--- config.mk ---
export PLATFORM = sky130hd
export DESIGN_NAME = alu_share_ctrl_flat
export DESIGN_NICKNAME = d
export VERILOG_FILES = /design/src/rtl/alu_share_ctrl_if.sv /design/src/rtl/alu_share_ctrl.sv /design/src/flat_wrapper.sv
export SDC_FILE = /design/constraint.sdc
export NUM_CORES = 1
export LEC_CHECK = 0
export ABC_AREA = 1
export BUFFER_PORTS_ARGS = -buffer_cell sky130_fd_sc_hd__buf_4
export CAP_MARGIN = 0
export CORE_MARGIN = 3
export CORE_UTILIZATION = 45
export CTS_CLUSTER_DIAMETER = 200
export DETAILED_ROUTE_END_ITERATION = 6
export MAX_ROUTING_LAYER = met4
export PLACE_DENSITY = 0.78
export RECOVER_POWER = 25
export SYNTH_ARGS = -nofsm -noshare
export SYNTH_HDL_FRONTEND = slang
export SYNTH_SLANG_ARGS = --single-unit
--- constraint.sdc ---
create_clock -name clk -period 1.6 [get_ports clk]
set_clock_uncertainty 0.05 [all_clocks]
set_input_delay 0.32 -clock clk [delete_from_list [all_inputs] [get_ports clk]]
set_output_delay 0.32 -clock clk [all_outputs]
set_load 0.1 [all_outputs]
--- src/rtl/alu_share_ctrl_if.sv ---
// -----------------------------------------------------------------------------
// alu_share_ctrl_if
// Bundles every non-clock/reset signal of the shared posit-ALU scheduler:
//   - two request channels (reqN_valid/ready/op/a/b)
//   - the tagged response channel (resp_valid/ready/id/data/err)
//   - the registered drive into the external combinational ALU and its result
//   - the architectural C/Z flag outputs
// Modports:
//   slave  : the scheduler (alu_share_ctrl)
//   master : the environment (requesters, response consumer, ALU)
// -----------------------------------------------------------------------------
interface alu_share_ctrl_if #(
  parameter int DATA_W = 8
);
  // requester 0
  logic              req0_valid;
  logic              req0_ready;
  logic [2:0]        req0_op;
  logic [DATA_W-1:0] req0_a;
  logic [DATA_W-1:0] req0_b;
  // requester 1
  logic              req1_valid;
  logic              req1_ready;
  logic [2:0]        req1_op;
  logic [DATA_W-1:0] req1_a;
  logic [DATA_W-1:0] req1_b;
  // response channel
  logic              resp_valid;
  logic              resp_ready;
  logic              resp_id;
  logic [DATA_W-1:0] resp_data;
  logic              resp_err;
  // ALU connection
  logic [DATA_W-1:0] alu_in1;
  logic [DATA_W-1:0] alu_in2;
  logic [2:0]        alu_sel;
  logic [DATA_W-1:0] alu_out;
  logic              alu_c;
  logic              alu_z;
  // architectural flags
  logic              flag_c;
  logic              flag_z;

  modport slave (
    input  req0_valid, req0_op, req0_a, req0_b,
    input  req1_valid, req1_op, req1_a, req1_b,
    input  resp_ready,
    input  alu_out, alu_c, alu_z,
    output req0_ready, req1_ready,
    output resp_valid, resp_id, resp_data, resp_err,
    output alu_in1, alu_in2, alu_sel,
    output flag_c, flag_z
  );

  modport master (
    output req0_valid, req0_op, req0_a, req0_b,
    output req1_valid, req1_op, req1_a, req1_b,
    output resp_ready,
    output alu_out, alu_c, alu_z,
    input  req0_ready, req1_ready,
    input  resp_valid, resp_id, resp_data, resp_err,
    input  alu_in1, alu_in2, alu_sel,
    input  flag_c, flag_z
  );
endinterface

--- src/rtl/alu_share_ctrl.sv ---
// -----------------------------------------------------------------------------
// alu_share_ctrl
// Two-requester scheduler in front of a shared combinational 8-bit posit ALU.
//   - Round-robin arbitration between requester 0 and 1 while idle.
//   - Registers op-select and operands into the ALU, captures the ALU result
//     (and compare flags) one cycle later, and returns it on a single tagged
//     response channel.
//   - Maintains the architectural C/Z flags, updated only by compare (op 101).
// Ports:
//   clk  : rising-edge clock
//   rst  : synchronous active-high reset
//   bus  : alu_share_ctrl_if.slave (requests, response, ALU drive, flags)
// Parameters:
//   DATA_W    : operand/result width (must match the ALU, >= 3)
//   FIRST_PRI : requester favoured on the first contended grant after reset
// -----------------------------------------------------------------------------
module alu_share_ctrl #(
  parameter int DATA_W    = 8,
  parameter bit FIRST_PRI = 1'b0
) (
  input  logic                clk,
  input  logic                rst,
  alu_share_ctrl_if.slave     bus
);

  typedef enum logic [1:0] {
    S_IDLE = 2'd0,
    S_EXEC = 2'd1,
    S_RESP = 2'd2
  } state_t;

  localparam logic [2:0] OP_CMP = 3'b101;
  // AND keeps the ALU output well defined while nothing has been issued.
  localparam logic [2:0] OP_AND = 3'b010;
  // The pointer records the last grant; starting it at ~FIRST_PRI makes
  // FIRST_PRI win the first contended arbitration.
  localparam logic PTR_RST = FIRST_PRI ? 1'b0 : 1'b1;

  // Op-selects 110 and 111 have no ALU function.
  function automatic logic op_is_illegal(input logic [2:0] op);
    return op[2] & op[1];
  endfunction

  // Compare result packs {C, Z} into the two low bits of the response.
  function automatic logic [DATA_W-1:0] pack_flags(input logic c, input logic z);
    return {{(DATA_W-2){1'b0}}, c, z};
  endfunction

  state_t            r_state;
  logic              r_last_gnt;
  logic              r_resp_valid;
  logic              r_resp_id;
  logic [DATA_W-1:0] r_resp_data;
  logic              r_resp_err;
  logic [DATA_W-1:0] r_alu_in1;
  logic [DATA_W-1:0] r_alu_in2;
  logic [2:0]        r_alu_sel;
  logic              r_flag_c;
  logic              r_flag_z;

  logic              w_any_valid;
  logic              w_gnt_id;
  logic              w_accept;
  logic [2:0]        w_op;
  logic [DATA_W-1:0] w_a;
  logic [DATA_W-1:0] w_b;

  // Arbitration: pick the granted requester and mux its request fields.
  always_comb begin
    w_any_valid = bus.req0_valid | bus.req1_valid;
    if (bus.req0_valid && bus.req1_valid) begin
      // contention: the one not served last time wins
      w_gnt_id = ~r_last_gnt;
    end else if (bus.req1_valid) begin
      w_gnt_id = 1'b1;
    end else begin
      w_gnt_id = 1'b0;
    end
    w_accept = (r_state == S_IDLE) && w_any_valid;
    if (w_gnt_id) begin
      w_op = bus.req1_op;
      w_a  = bus.req1_a;
      w_b  = bus.req1_b;
    end else begin
      w_op = bus.req0_op;
      w_a  = bus.req0_a;
      w_b  = bus.req0_b;
    end
  end

  // Readys are the combinational grant, only ever offered in IDLE.
  assign bus.req0_ready = w_accept & ~w_gnt_id;
  assign bus.req1_ready = w_accept &  w_gnt_id;

  assign bus.resp_valid = r_resp_valid;
  assign bus.resp_id    = r_resp_id;
  assign bus.resp_data  = r_resp_data;
  assign bus.resp_err   = r_resp_err;
  assign bus.alu_in1    = r_alu_in1;
  assign bus.alu_in2    = r_alu_in2;
  assign bus.alu_sel    = r_alu_sel;
  assign bus.flag_c     = r_flag_c;
  assign bus.flag_z     = r_flag_z;

  // Scheduler FSM with all registered outputs.
  always_ff @(posedge clk) begin
    if (rst) begin
      r_state      <= S_IDLE;
      r_last_gnt   <= PTR_RST;
      r_resp_valid <= 1'b0;
      r_resp_id    <= 1'b0;
      r_resp_data  <= '0;
      r_resp_err   <= 1'b0;
      r_alu_in1    <= '0;
      r_alu_in2    <= '0;
      r_alu_sel    <= OP_AND;
      r_flag_c     <= 1'b0;
      r_flag_z     <= 1'b0;
    end else begin
      case (r_state)
        S_IDLE: begin
          if (w_accept) begin
            r_last_gnt <= w_gnt_id;
            r_resp_id  <= w_gnt_id;
            if (op_is_illegal(w_op)) begin
              // ALU bypassed: alu_sel keeps its old value, error returned next cycle
              r_resp_valid <= 1'b1;
              r_resp_data  <= '0;
              r_resp_err   <= 1'b1;
              r_state      <= S_RESP;
            end else begin
              r_alu_sel <= w_op;
              r_alu_in1 <= w_a;
              r_alu_in2 <= w_b;
              r_state   <= S_EXEC;
            end
          end else begin
            r_state <= S_IDLE;
          end
        end
        S_EXEC: begin
          r_resp_valid <= 1'b1;
          r_resp_err   <= 1'b0;
          if (r_alu_sel == OP_CMP) begin
            r_resp_data <= pack_flags(bus.alu_c, bus.alu_z);
            r_flag_c    <= bus.alu_c;
            r_flag_z    <= bus.alu_z;
          end else begin
            r_resp_data <= bus.alu_out;
          end
          r_state <= S_RESP;
        end
        S_RESP: begin
          // response fields hold until the consumer takes them
          if (bus.resp_ready) begin
            r_resp_valid <= 1'b0;
            r_state      <= S_IDLE;
          end else begin
            r_state <= S_RESP;
          end
        end
        default: begin
          r_resp_valid <= 1'b0;
          r_state      <= S_IDLE;
        end
      endcase
    end
  end

endmodule
--- src/flat_wrapper.sv ---
// flat-port wrapper written by rule: the top's interface ports become plain ports
module alu_share_ctrl_flat 
#(
  parameter int DATA_W    = 8,
  parameter bit FIRST_PRI = 1'b0
)
  (clk, rst, bus_req0_valid, bus_req0_op, bus_req0_a, bus_req0_b, bus_req1_valid, bus_req1_op, bus_req1_a, bus_req1_b, bus_resp_ready, bus_alu_out, bus_alu_c, bus_alu_z, bus_req0_ready, bus_req1_ready, bus_resp_valid, bus_resp_id, bus_resp_data, bus_resp_err, bus_alu_in1, bus_alu_in2, bus_alu_sel, bus_flag_c, bus_flag_z);
  alu_share_ctrl_if #(.DATA_W(DATA_W)) bus_i ();
  input  logic clk;
  input  logic rst;
  input wire logic [$bits(bus_i.req0_valid)-1:0] bus_req0_valid;
  input wire logic [$bits(bus_i.req0_op)-1:0] bus_req0_op;
  input wire logic [$bits(bus_i.req0_a)-1:0] bus_req0_a;
  input wire logic [$bits(bus_i.req0_b)-1:0] bus_req0_b;
  input wire logic [$bits(bus_i.req1_valid)-1:0] bus_req1_valid;
  input wire logic [$bits(bus_i.req1_op)-1:0] bus_req1_op;
  input wire logic [$bits(bus_i.req1_a)-1:0] bus_req1_a;
  input wire logic [$bits(bus_i.req1_b)-1:0] bus_req1_b;
  input wire logic [$bits(bus_i.resp_ready)-1:0] bus_resp_ready;
  input wire logic [$bits(bus_i.alu_out)-1:0] bus_alu_out;
  input wire logic [$bits(bus_i.alu_c)-1:0] bus_alu_c;
  input wire logic [$bits(bus_i.alu_z)-1:0] bus_alu_z;
  output wire logic [$bits(bus_i.req0_ready)-1:0] bus_req0_ready;
  output wire logic [$bits(bus_i.req1_ready)-1:0] bus_req1_ready;
  output wire logic [$bits(bus_i.resp_valid)-1:0] bus_resp_valid;
  output wire logic [$bits(bus_i.resp_id)-1:0] bus_resp_id;
  output wire logic [$bits(bus_i.resp_data)-1:0] bus_resp_data;
  output wire logic [$bits(bus_i.resp_err)-1:0] bus_resp_err;
  output wire logic [$bits(bus_i.alu_in1)-1:0] bus_alu_in1;
  output wire logic [$bits(bus_i.alu_in2)-1:0] bus_alu_in2;
  output wire logic [$bits(bus_i.alu_sel)-1:0] bus_alu_sel;
  output wire logic [$bits(bus_i.flag_c)-1:0] bus_flag_c;
  output wire logic [$bits(bus_i.flag_z)-1:0] bus_flag_z;
  assign bus_i.req0_valid = bus_req0_valid;
  assign bus_i.req0_op = bus_req0_op;
  assign bus_i.req0_a = bus_req0_a;
  assign bus_i.req0_b = bus_req0_b;
  assign bus_i.req1_valid = bus_req1_valid;
  assign bus_i.req1_op = bus_req1_op;
  assign bus_i.req1_a = bus_req1_a;
  assign bus_i.req1_b = bus_req1_b;
  assign bus_i.resp_ready = bus_resp_ready;
  assign bus_i.alu_out = bus_alu_out;
  assign bus_i.alu_c = bus_alu_c;
  assign bus_i.alu_z = bus_alu_z;
  assign bus_req0_ready = bus_i.req0_ready;
  assign bus_req1_ready = bus_i.req1_ready;
  assign bus_resp_valid = bus_i.resp_valid;
  assign bus_resp_id = bus_i.resp_id;
  assign bus_resp_data = bus_i.resp_data;
  assign bus_resp_err = bus_i.resp_err;
  assign bus_alu_in1 = bus_i.alu_in1;
  assign bus_alu_in2 = bus_i.alu_in2;
  assign bus_alu_sel = bus_i.alu_sel;
  assign bus_flag_c = bus_i.flag_c;
  assign bus_flag_z = bus_i.flag_z;
  alu_share_ctrl #(.DATA_W(DATA_W), .FIRST_PRI(FIRST_PRI)) u_core (.clk(clk), .rst(rst), .bus(bus_i));
endmodule
### After elaboration in Yosys (flattened, before gate mapping)

Index checks and enable logic that the tools add are counted.

| storage, ports and cells | value |
|---|---|
| register bits | 35 |
| word-level logic and storage cells | 51 |
| output and inout bits | 34 |
| input bits | 53 |

| operators by class | value |
|---|---|
| bitwise gates (word level) | 7 |
| eq/ne operators | 6 |
| reduce and logical (&&, ||, !) cells | 9 |
| mux-type cells | 18 |

Operators by type and width:

| cell | count |
|---|---|
| $mux W8 | 5 |
| $pmux W8 S2 | 1 |
| $reduce_and A3 Y1 | 3 |
| $mux W2 | 3 |
| $pmux W2 S3 | 1 |
| $mux W1 | 5 |
| $ne A2 B2 Y1 const B | 2 |
| $reduce_and A2 Y1 | 2 |
| $and A1 B1 Y1 | 3 |
| $eq A3 B3 Y1 const B | 1 |
| $mux W3 | 1 |
| $not A1 Y1 | 3 |
| $pmux W1 S3 | 1 |
| $eq A2 B1 Y1 const B | 1 |
| $eq A2 B2 Y1 const B | 1 |
| $logic_and A1 B1 Y1 | 2 |
| $logic_not A2 Y1 | 1 |
| $ne A2 B1 Y1 const B | 1 |
| $pmux W1 S2 | 1 |
| $reduce_bool A2 Y1 | 1 |
| $or A1 B1 Y1 | 1 |

### Depth between registers and ports, before layout

Gate-level depths: netlist (run 1).

| logic depth | value |
|---|---|
| depth after elaboration | 7 |
| depth in mapped cells | 10 |
| mapped depth without buffers | 9 |

### Least setup slack after synthesis (run 1)

Ideal clock, no wire load.

| timing | value |
|---|---|
| path type | flip-flop to output port |
| from | register u_core.r_state[1] |
| to | output port bus_req0_ready |
| path buffers | 1 |
| arrival time | 2092 ps |
| data required time | 1230 ps |
| setup slack | -862 ps |
| stages on the path, launching flop included | 7 |
| path through | dfxtp_1 nor2_4 inv_2 nor2_2 buf_6 inv_1 nor2_1 |

| on the way | value |
|---|---|
| word-level cells in the longest chain between the ends | 3 |

Ends and longest elaborated chain:

| item | line | source |
|---|---|---|
| start, declared | alu_share_ctrl.sv:49 | `state_t r_state;` |
| start signal, assigned | alu_share_ctrl.sv:108 | `r_state <= S_IDLE;` |
| start signal, assigned | alu_share_ctrl.sv:130 | `r_state <= S_RESP;` |
| start signal, assigned | alu_share_ctrl.sv:135 | `r_state <= S_EXEC;` |
| $logic_not A2 Y1 | alu_share_ctrl.sv:79 | `w_accept = (r_state == S_IDLE) && w_any_valid;` |
| $logic_and A1 B1 Y1 | alu_share_ctrl.sv:79 |  |
| $and A1 B1 Y1 | alu_share_ctrl.sv:92 | `assign bus.req0_ready = w_accept & ~w_gnt_id;` |
| end, declared | flat_wrapper.sv:23 | `output wire logic [$bits(bus_i.req0_ready)-1:0] bus_req0_ready;` |

Every way passes these cells.

### Final worst setup path (run 1)

Ends and elaborated chain as after synthesis.

==> results of run 1 <==
## cell type report
type / instances / area [sq um]
Clock inverter: 1 / 5.00
Timing Repair Buffer: 102 / 820
Fill cell: 352 / 1080
Multi-Input combinational cell: 181 / 908
Clock buffer: 7 / 76.3
Tap cell: 48 / 60.1
Sequential cell: 35 / 708
Inverter: 15 / 61.3
## worst max-delay path, cell delays in order, from the launching register on
cell and delay [ns]:
dfxtp_2 0.33, nor2_4 0.12, inv_2 0.07, nor2_4 0.09, inv_2 0.05, nor2_4 0.12, buf_12 0.18
## placed cells by master, fill, tap and decap left out, types with 5 or more instances in the layout
cell,instances
a21oi_1,20
a21oi_2,9
buf_4,97
clkbuf_8,5
dfxtp_1,29
dfxtp_2,6
inv_1,12
nand2_1,100
nand3_1,19
nand3_2,9
nor2_1,9
## logic make-up (layout without fill, tap and decap cells)
group / count (synthesis) / in the layout
AND/OR/NAND/NOR: 150 / 150
flip-flops: 35 / 35
AO/OA/AOI/OAI: 31 / 31
buffers and inverters: 28 / 125
## flip-flops by register name, indices dropped and copies added, names as in the netlist
register,cells
u_core.bus.alu_in2,8
u_core.bus.resp_data,8
u_core.bus.flag_c,1
u_core.bus.alu_in1,8
u_core.bus.flag_z,1
u_core.bus.resp_id,1
u_core.r_state,2
u_core.r_last_gnt,1
u_core.bus.resp_valid,1
u_core.bus.alu_sel,3
u_core.bus.resp_err,1
## where the power goes
group	total [W]	leakage, nW	switching [W]	internal, W
Clock	0.000609	0.0422	0.000304	0.000305
Combinational	0.00150	0.979	0.00105	0.000452
Sequential	0.00102	0.288	0.0000538	0.000970
## through the flow
stage	utilization, %	hold slack, ns
5_1_grt	71.0	0.261
2_1_floorplan	-	0.399
3_3_place_gp	66.8	0.397
4_1_cts	70.3	0.248
6_report	71.0	0.249
3_5_place_dp	66.8	0.399
## repair_timing
| action | CTS | global route |
|---|---|---|
| gates resized for setup | 8 | 3 |
| buffers inserted | 3 | 2 |
| hold endpoints to repair | 0 | 0 |
| setup endpoints to repair | 2 | 11 |
| pin swaps | 2 | 3 |
## path summary, 6_finish.rpt
check,start,to,slack [ns],cells after the start
worst max-delay path,u_core.r_state[1],bus_req0_ready,-0.03,6
worst min-delay path,bus_alu_out[7],u_core.bus.resp_data[7],0.25,3
worst max register to register,u_core.r_state[1],u_core.bus.alu_sel[0],0.13,9
worst min register to register,u_core.bus.alu_in1[4],u_core.bus.alu_in1[4],0.42,2
## per-layer routing
layer | vias to the layer above | share of wire (%) | track usage [%]
li1 | 961 | - | -
met1 | 825 | 41 | 25.7
met2 | 72 | 51 | 38.5
met3 | 10 | 7.0 | 4.70
met4 | 0 | 1.5 | 6.70
met5 | - | 0 | -
==> run_results.csv, run 1 <==
group,metric,value,unit
sta,tns,-0.0274,ns
yosys,synth-compound-area-share,10.7,%
status,violations,"setup timing",
route,drc,0,
sta,min_period,1.63,ns
global_route,antenna_found_initial,0,
sta,worstMarginPinSlew,0.289,ns
route,wirelength,4.81,mm
placement,dp_slack,0.0427,ns
final_layout,drive_above_1_share,42.8,%
die,die-width,68.6,um
final_layout,syn_to_final_growth,49.5,%
placement,place_congestion,0.812,
status,status,"finished, violations left",
die,die-area,4710,sq um
power,powerDensity,1190,nW/um^2
route,vias_per_cell,4.80,
global_route,grt_overflow_total,0,
setup_path,critPathLaunchType,"flop",
yosys,ys_warn_count,0,
yosys,synth_top_family_by_area,"simple AND/OR/NAND/NOR gates",
clock_tree,htree_levels,2,
yosys,async_flop_share,0,%
clock_tree,cts_tree,"built",
yosys,syn_area_per_cell,7.24,sq um
run,maxCapViolations,0,
power,total_power,0.00313,W
route,ant_nets,0,
global_route,grt_max_degree,20,
sta,report.final.slew_viol_count,0,
final_layout,finalInstanceArea,2640,sq um
power,ir_worst_vdd,0.649,mV
sta,relSlewSlack,80.9,%
placement,post_dp_cell_area,2480,sq um
yosys,synth-edff-count,0,
power,leakagePower,1.31,nW
route,vias,1868,
yosys,ys_ff_latch,35,
placement,dp_cells,376,
yosys,synth_top_cell_by_area,"dfxtp_1",
sta,setup_ws,-0.0274,ns
final_layout,nNetsFinal,393,
yosys,synth_xor_area_share,0,%
yosys,synth_top_area_share,39.7,%
clock_tree,holdBufCountCts,0,
setup_path,crit_path_end_kind,"primary output",
global_route,grt_pass1_wl,7.73,mm
global_route,grt_use_total,22.3,%
yosys,synth_mux_area_share,0,%
die,rows,22,
final_layout,instances_no_fill,389,
yosys,netlist_top_cells_area,"dfxtp_1, nand2_1, a21oi_1, nand3_2, nand3_1",
route,wire_per_inst,12.4,um
placement,io_buffer_count,86,
yosys,ys_top_cells_by_count,"nand2_1, dfxtp_1, a21oi_1, nand3_1, inv_1",
sta,fmax,614,MHz
die,die_h,68.6,um
sta,hold_viol,0,
sta,rsz0062_at_grt,"yes",
clock_tree,cts.clk_slew.worst_paths,0.07,ns
setup_path,path_max_fanout,2,
die,io_pins,87,
die,start_util,47.5,%
yosys,ys_seq_area_share,39.7,%
die,core_area,3720,sq um
final_layout,diodes,0,
route,drtIter0Drc,62,
clock_tree,clock-sinks,35,
yosys,synth_area,1770,sq um
yosys,synth.most_common_cell,"nand2_1",
sta,finalCritPeriodShare,102,%
yosys,synth-simple-area-share,38.9,%
clock_tree,cts_root_buf,"clkbuf_8",
clock_tree,clk_path_buf_depth,2,
yosys,synthAdderAreaFrac,0,%
clock_tree,insertion_delay,0.28,ns
placement,dp.final_hpwl,3.63,mm
clock_tree,cts_made_buffers,5,
global_route,grt_pass1_vias,1800,
setup_path,cp_data_required_time,1.23,ns
sta,finalSetupViolCount,1,
route,first_pass_iters,4,
setup_path,critPathKind,"flop to primary output",
worst_hold_path,min_path_type,"input port to flop",
yosys,synthesis.nets,297,
setup_path,arrival,1.26,ns
yosys,synth_cell_types,21,
yosys,synth_top_flop_cell,"dfxtp_1",
yosys,syn_inst,244,
Note: power is estimated with default switching activity, not from simulation.
==> run 2, diff against run 1 <==
--- a/config.mk
+++ b/config.mk
@@ -9,11 +9,11 @@
 export BUFFER_PORTS_ARGS = -buffer_cell sky130_fd_sc_hd__buf_4
 export CAP_MARGIN = 0
 export CORE_MARGIN = 3
-export CORE_UTILIZATION = 45
+export CORE_UTILIZATION = 30
 export CTS_CLUSTER_DIAMETER = 200
 export DETAILED_ROUTE_END_ITERATION = 6
 export MAX_ROUTING_LAYER = met4
-export PLACE_DENSITY = 0.78
+export PLACE_DENSITY = 0.55
 export RECOVER_POWER = 25
 export SYNTH_ARGS = -nofsm -noshare
 export SYNTH_HDL_FRONTEND = slang
==> run_results.csv, run 2 (synthesis gave the netlist of run 1 again) <==
group,metric,value,unit
final_layout,fillers,605,
final_layout,nNetsFinal,396,
route,drc,0,
sta,worstMarginPinSlew,0.289,ns
die,die-area,6840,sq um
route,vias_per_cell,4.41,
setup_path,critPathLaunchType,"flop",
clock_tree,htree_levels,2,
sta,min_period,1.65,ns
power,ir_worst_vdd,0.511,mV
route,wirelength,4.97,mm
sta,finalCritPeriodShare,103,%
clock_tree,cts_made_buffers,5,
route,wire_per_inst,11.9,um
final_layout,drive_above_1_share,43.3,%
setup_path,cp_data_required_time,1.23,ns
route,first_pass_iters,4,
final_layout,layout_common_cells,"buf_4, nand2_1, dfxtp_1, a21oi_1, nand3_1",
setup_path,r2r_cells,10,
global_route,antenna_found_initial,0,
placement,dp.final_hpwl,3.86,mm
setup_path,reg2reg_to,"u_core.bus.alu_in2[5]",
clock_tree,cts_root_buf,"clkbuf_8",
status,status,"finished, violations left",
sta,rsz0062_at_grt,"yes",
die,io_pins,87,
worst_hold_path,min_to,"u_core.bus.resp_data[5]",
setup_path,critPathKind,"flop to primary output",
setup_path,path_max_fanout,5,
sta,hold_ws,0.246,ns
final_layout,post-route-util,47.8,%
route,drtIter0Drc,30,
clock_tree,clock-sinks,35,
sta,setup_ws,-0.0457,ns
global_route,grt_overflow_total,0,
clock_tree,holdBufCountCts,0,
worst_hold_path,min_path_type,"input port to flop",
power,leakagePower,1.32,nW
final_layout,syn_to_final_growth,51.8,%
sta,fmax,608,MHz
clock_tree,cts.clk_slew.worst_paths,0.07,ns
placement,place_congestion,0.807,
route,vias,1834,
route,ant_nets,0,
setup_path,regToRegSetupSlack,0.10,ns
setup_path,crit_path_end_kind,"primary output",
global_route,grt_pass1_vias,1733,
sta,tns,-0.0457,ns
global_route,grt_pass1_wl,8.02,mm
clock_tree,insertion_delay,0.28,ns
die,core_area,5610,sq um
die,die_h,82.7,um
global_route,grt_max_degree,20,
worst_hold_path,hp-start,"bus_alu_out[5]",
clock_tree,cts_tree,"built",
setup_path,arrival,1.28,ns
sta,finalSetupViolCount,1,
worst_hold_path,hold_depth,3,
status,violations,"setup timing",
setup_path,crit_start,"u_core.r_last_gnt",
die,die-width,82.7,um
global_route,grt_use_total,16.1,%
sta,report.final.slew_viol_count,0,
run,maxCapViolations,0,
die,rows,27,
power,powerDensity,1190,nW/um^2
clock_tree,clk_path_buf_depth,2,
setup_path,reg2reg_from,"u_core.r_last_gnt",
die,start_util,31.5,%
final_layout,final_common_cell,"buf_4",
sta,relSlewSlack,80.9,%
final_layout,diodes,0,
sta,hold_viol,0,
placement,io_buffer_count,86,
## run 2: cell types whose count changed in the layout (fill, tap and decap cells not counted), sizes merged
cell    previous run  this run
buf              102       105
clkinv             2         1
clkbuf             7         8
## run 2: per-layer routing
layer	global-route usage (%)	vias to the layer above	wire, um	share of wire (%)
met3	4.23	8	333	6.7
met5	-	-	0	0
met4	7.19	0	112	2.3
met2	26.2	51	2410	48
met1	18.7	806	2110	43
li1	-	969	-	-
## run 2: critical path, cell delays in order (launching register included)
cell	delay (ns)
dfxtp_1	0.38
nand2_2	0.10
nand2_4	0.13
clkinv_4	0.08
nor2_4	0.12
buf_12	0.18
## run 2: report_power, final
group          internal (W)  switching, W
logic              0.000430       0.00104
clock network      0.000393      0.000304
registers          0.000969     0.0000547
total               0.00179       0.00140
## run 2: area by class of cell
| type | count | area, sq um | share of cell area [%] |
|---|---|---|---|
| multi-input combinational | 181 | 901 | 33.6 |
| timing repair buffer | 105 | 821 | 30.6 |
| clock buffer | 8 | 100 | 3.73 |
| inverter | 15 | 61.3 | 2.29 |
| tap | 72 | 90.1 | 3.36 |
| sequential | 35 | 707 | 26.4 |
## run 2: repair_timing
item | CTS | global route
setup endpoints to repair | 2 | 3
pin swaps | 0 | 3
resized for setup | 8 | 2
cloned | 0 | 0
endpoints found under the hold margin | 0 | 0
buffers inserted | 0 | 6
## run 2: stage by stage
stage / setup slack, ns / area, sq um / total power [W] / std cells
3_3_place_gp: 0.0814 / 2510 / 0.00246 / 403
3_5_place_dp: 0.0613 / 2510 / 0.00247 / 403
6_report: -0.0457 / 2680 / 0.00319 / 416
2_1_floorplan: -0.119 / 1780 / 0.00213 / 244
4_1_cts: -0.0730 / 2640 / 0.00321 / 411
5_1_grt: -0.105 / 2680 / 0.00336 / 416
## run 2: worst max path at each step
stage                          end  slack (ns)
floorplan           bus_req0_ready       -0.12
global placement    bus_req0_ready        0.08
detailed placement  bus_req0_ready        0.06
CTS                 bus_req0_ready       -0.07
global route        bus_req0_ready       -0.10
finish              bus_req0_ready       -0.05
==> run 3, diff against run 2 <==
--- a/config.mk
+++ b/config.mk
@@ -14,7 +14,6 @@
 export DETAILED_ROUTE_END_ITERATION = 6
 export MAX_ROUTING_LAYER = met4
 export PLACE_DENSITY = 0.55
-export RECOVER_POWER = 25
 export SYNTH_ARGS = -nofsm -noshare
 export SYNTH_HDL_FRONTEND = slang
 export SYNTH_SLANG_ARGS = --single-unit
==> constraint.sdc (replaced) <==
create_clock -name clk -period 2 [get_ports clk]
set_clock_uncertainty 0.05 [all_clocks]
set_input_delay 0.4 -clock clk [delete_from_list [all_inputs] [get_ports clk]]
set_output_delay 0.4 -clock clk [all_outputs]
set_load 0.01 [all_outputs]
==> run_results.csv, run 3 (synthesis gave the netlist of run 1 again) <==
group,metric,value,unit
die,rows,27,
global_route,grt_pass1_vias,1761,
sta,finalSetupViolCount,0,
clock_tree,htree_levels,2,
status,status,"finished, final reports clean",
clock_tree,insertion_delay,0.29,ns
die,die_h,82.7,um
clock_tree,cts_setup_buffers,0,
power,ir_worst_vdd,0.285,mV
final_layout,final_common_cell,"nand2_1",
route,wirelength,4.84,mm
sta,worstMarginPinSlew,0.347,ns
clock_tree,cts.clk_slew.worst_paths,0.07,ns
global_route,grt_use_total,15.7,%
route,first_pass_iters,4,
sta,rsz0062_at_grt,"no",
clock_tree,clk_path_buf_depth,2,
setup_path,regToRegSetupSlack,0.39,ns
die,io_pins,87,
worst_hold_path,min_path_type,"input port to flop",
power,power_frac_seq,41.0,%
placement,dp_slack,0.204,ns
global_route,grt_overflow_total,0,
power,p_int,0.00138,W
sta,finalCritPeriodShare,92.4,%
final_layout,syn_to_final_growth,44.2,%
final_layout,layout_common_cells,"nand2_1, buf_4, dfxtp_1, a21oi_1, nand3_1",
setup_path,cp_data_required_time,1.55,ns
sta,hold_viol,0,
worst_hold_path,hp-start,"bus_alu_out[5]",
sta,report.final.slew_viol_count,0,
clock_tree,clock-sinks,35,
setup_path,path_max_fanout,11,
die,die-width,82.7,um
final_layout,drive_above_1_share,39.2,%
route,wire_per_inst,11.9,um
sta,tns,0,ns
setup_path,crit_start,"u_core.r_last_gnt",
power,switchingPower,0.000617,W
power,powerDensity,782,nW/um^2
route,drtIter0Drc,42,
setup_path,crit_path_end_kind,"primary output",
sta,relSlewSlack,76.8,%
placement,dp.final_hpwl,3.79,mm
placement,place_congestion,0.746,
die,core_area,5610,sq um
setup_path,critPathLaunchType,"flop",
final_layout,nNetsFinal,386,
power,clockPowerShare,28.4,%
global_route,grt_pass1_wl,7.95,mm
setup_path,reg2reg_from,"u_core.r_state[1]",
sta,fmax,541,MHz
final_layout,diodes,0,
sta,min_period,1.85,ns
setup_path,arrival,1.40,ns
setup_path,critPathKind,"flop to primary output",
power,switching_share,31.0,%
clock_tree,cts_root_buf,"clkbuf_8",
die,die-area,6840,sq um
power,leakagePower,1.26,nW
placement,io_buffer_count,86,
route,vias_per_cell,4.36,
worst_hold_path,hold_depth,3,
clock_tree,cts_made_buffers,5,
worst_hold_path,min_to,"u_core.bus.resp_data[5]",
clock_tree,cts_tree,"built",
setup_path,r2r_cells,9,
global_route,grt_max_degree,20,
run,maxCapViolations,0,
route,vias,1769,
global_route,antenna_found_initial,0,
die,start_util,31.5,%
sta,setup_ws,0.152,ns
route,ant_nets,0,
power,combinationalPowerShare,30.6,%
setup_path,reg2reg_to,"u_core.bus.resp_data[0]",
route,drc,0,
[run 3: cell types whose count changed in the layout (fill, tap and decap cells not counted), sizes merged]
cell / before / now
buf: 105 / 95
[run 3: stage by stage]
step	instances	hold slack, ns	instance area (sq um)	utilization [%]	power (W)
after detailed placement	398	0.407	2440	43.5	0.00145
final	406	0.316	2550	45.4	0.00199
after floorplan	244	0.399	1770	-	0.00121
after global placement	398	0.398	2440	43.5	0.00145
after global routing	406	0.323	2550	45.4	0.00213
after CTS	406	0.312	2540	45.3	0.00202
[run 3: critical path, cell delays in order, from the launching register on]
cell,delay (ns)
dfxtp_1,0.37
nand2_2,0.09
nand2_4,0.14
buf_4,0.22
clkinv_4,0.05
nor2_1,0.10
buf_4,0.13
[run 3: cell type report]
class	instances	area, sq um
Fill cell	608	3060
Sequential cell	35	701
Clock buffer	8	100
Multi-Input combinational cell	181	881
Tap cell	72	90.1
Timing Repair Buffer	95	713
Inverter	15	61.3
[run 3: how the worst max path moves through the flow]
stage | slack, ns | to | cells after the start
after floorplan | 0.50 | bus_req0_ready | 6
after global placement | 0.22 | bus_req1_ready | 6
after detailed placement | 0.20 | bus_req1_ready | 6
after CTS | 0.05 | bus_req0_ready | 6
after global routing | 0.05 | bus_req0_ready | 6
final | 0.15 | bus_req0_ready | 6
[run 3: timing repair]
action                     in CTS  in global routing
setup endpoints to repair       0                  1
resized for setup               0                  1
hold buffers                    0                  0
[run 3: power by group through the flow]
stage / sequential [W] / combinational (W) / clock [W]
floorplan: 0.000857 / 0.000354 / 0
global placement: 0.000832 / 0.000615 / 0
detailed placement: 0.000833 / 0.000620 / 0
CTS: 0.000819 / 0.000621 / 0.000584
global route: 0.000827 / 0.000686 / 0.000620
finish: 0.000817 / 0.000610 / 0.000565
[run 3: layer usage]
layer / vias up / GRT usage, % / wire length, um
met1: 764 / 17.6 / 2070
met3: 6 / 4.77 / 331
met5: - / - / 0
met4: 0 / 4.90 / 63
met2: 51 / 26.9 / 2370
li1: 948 / - / -
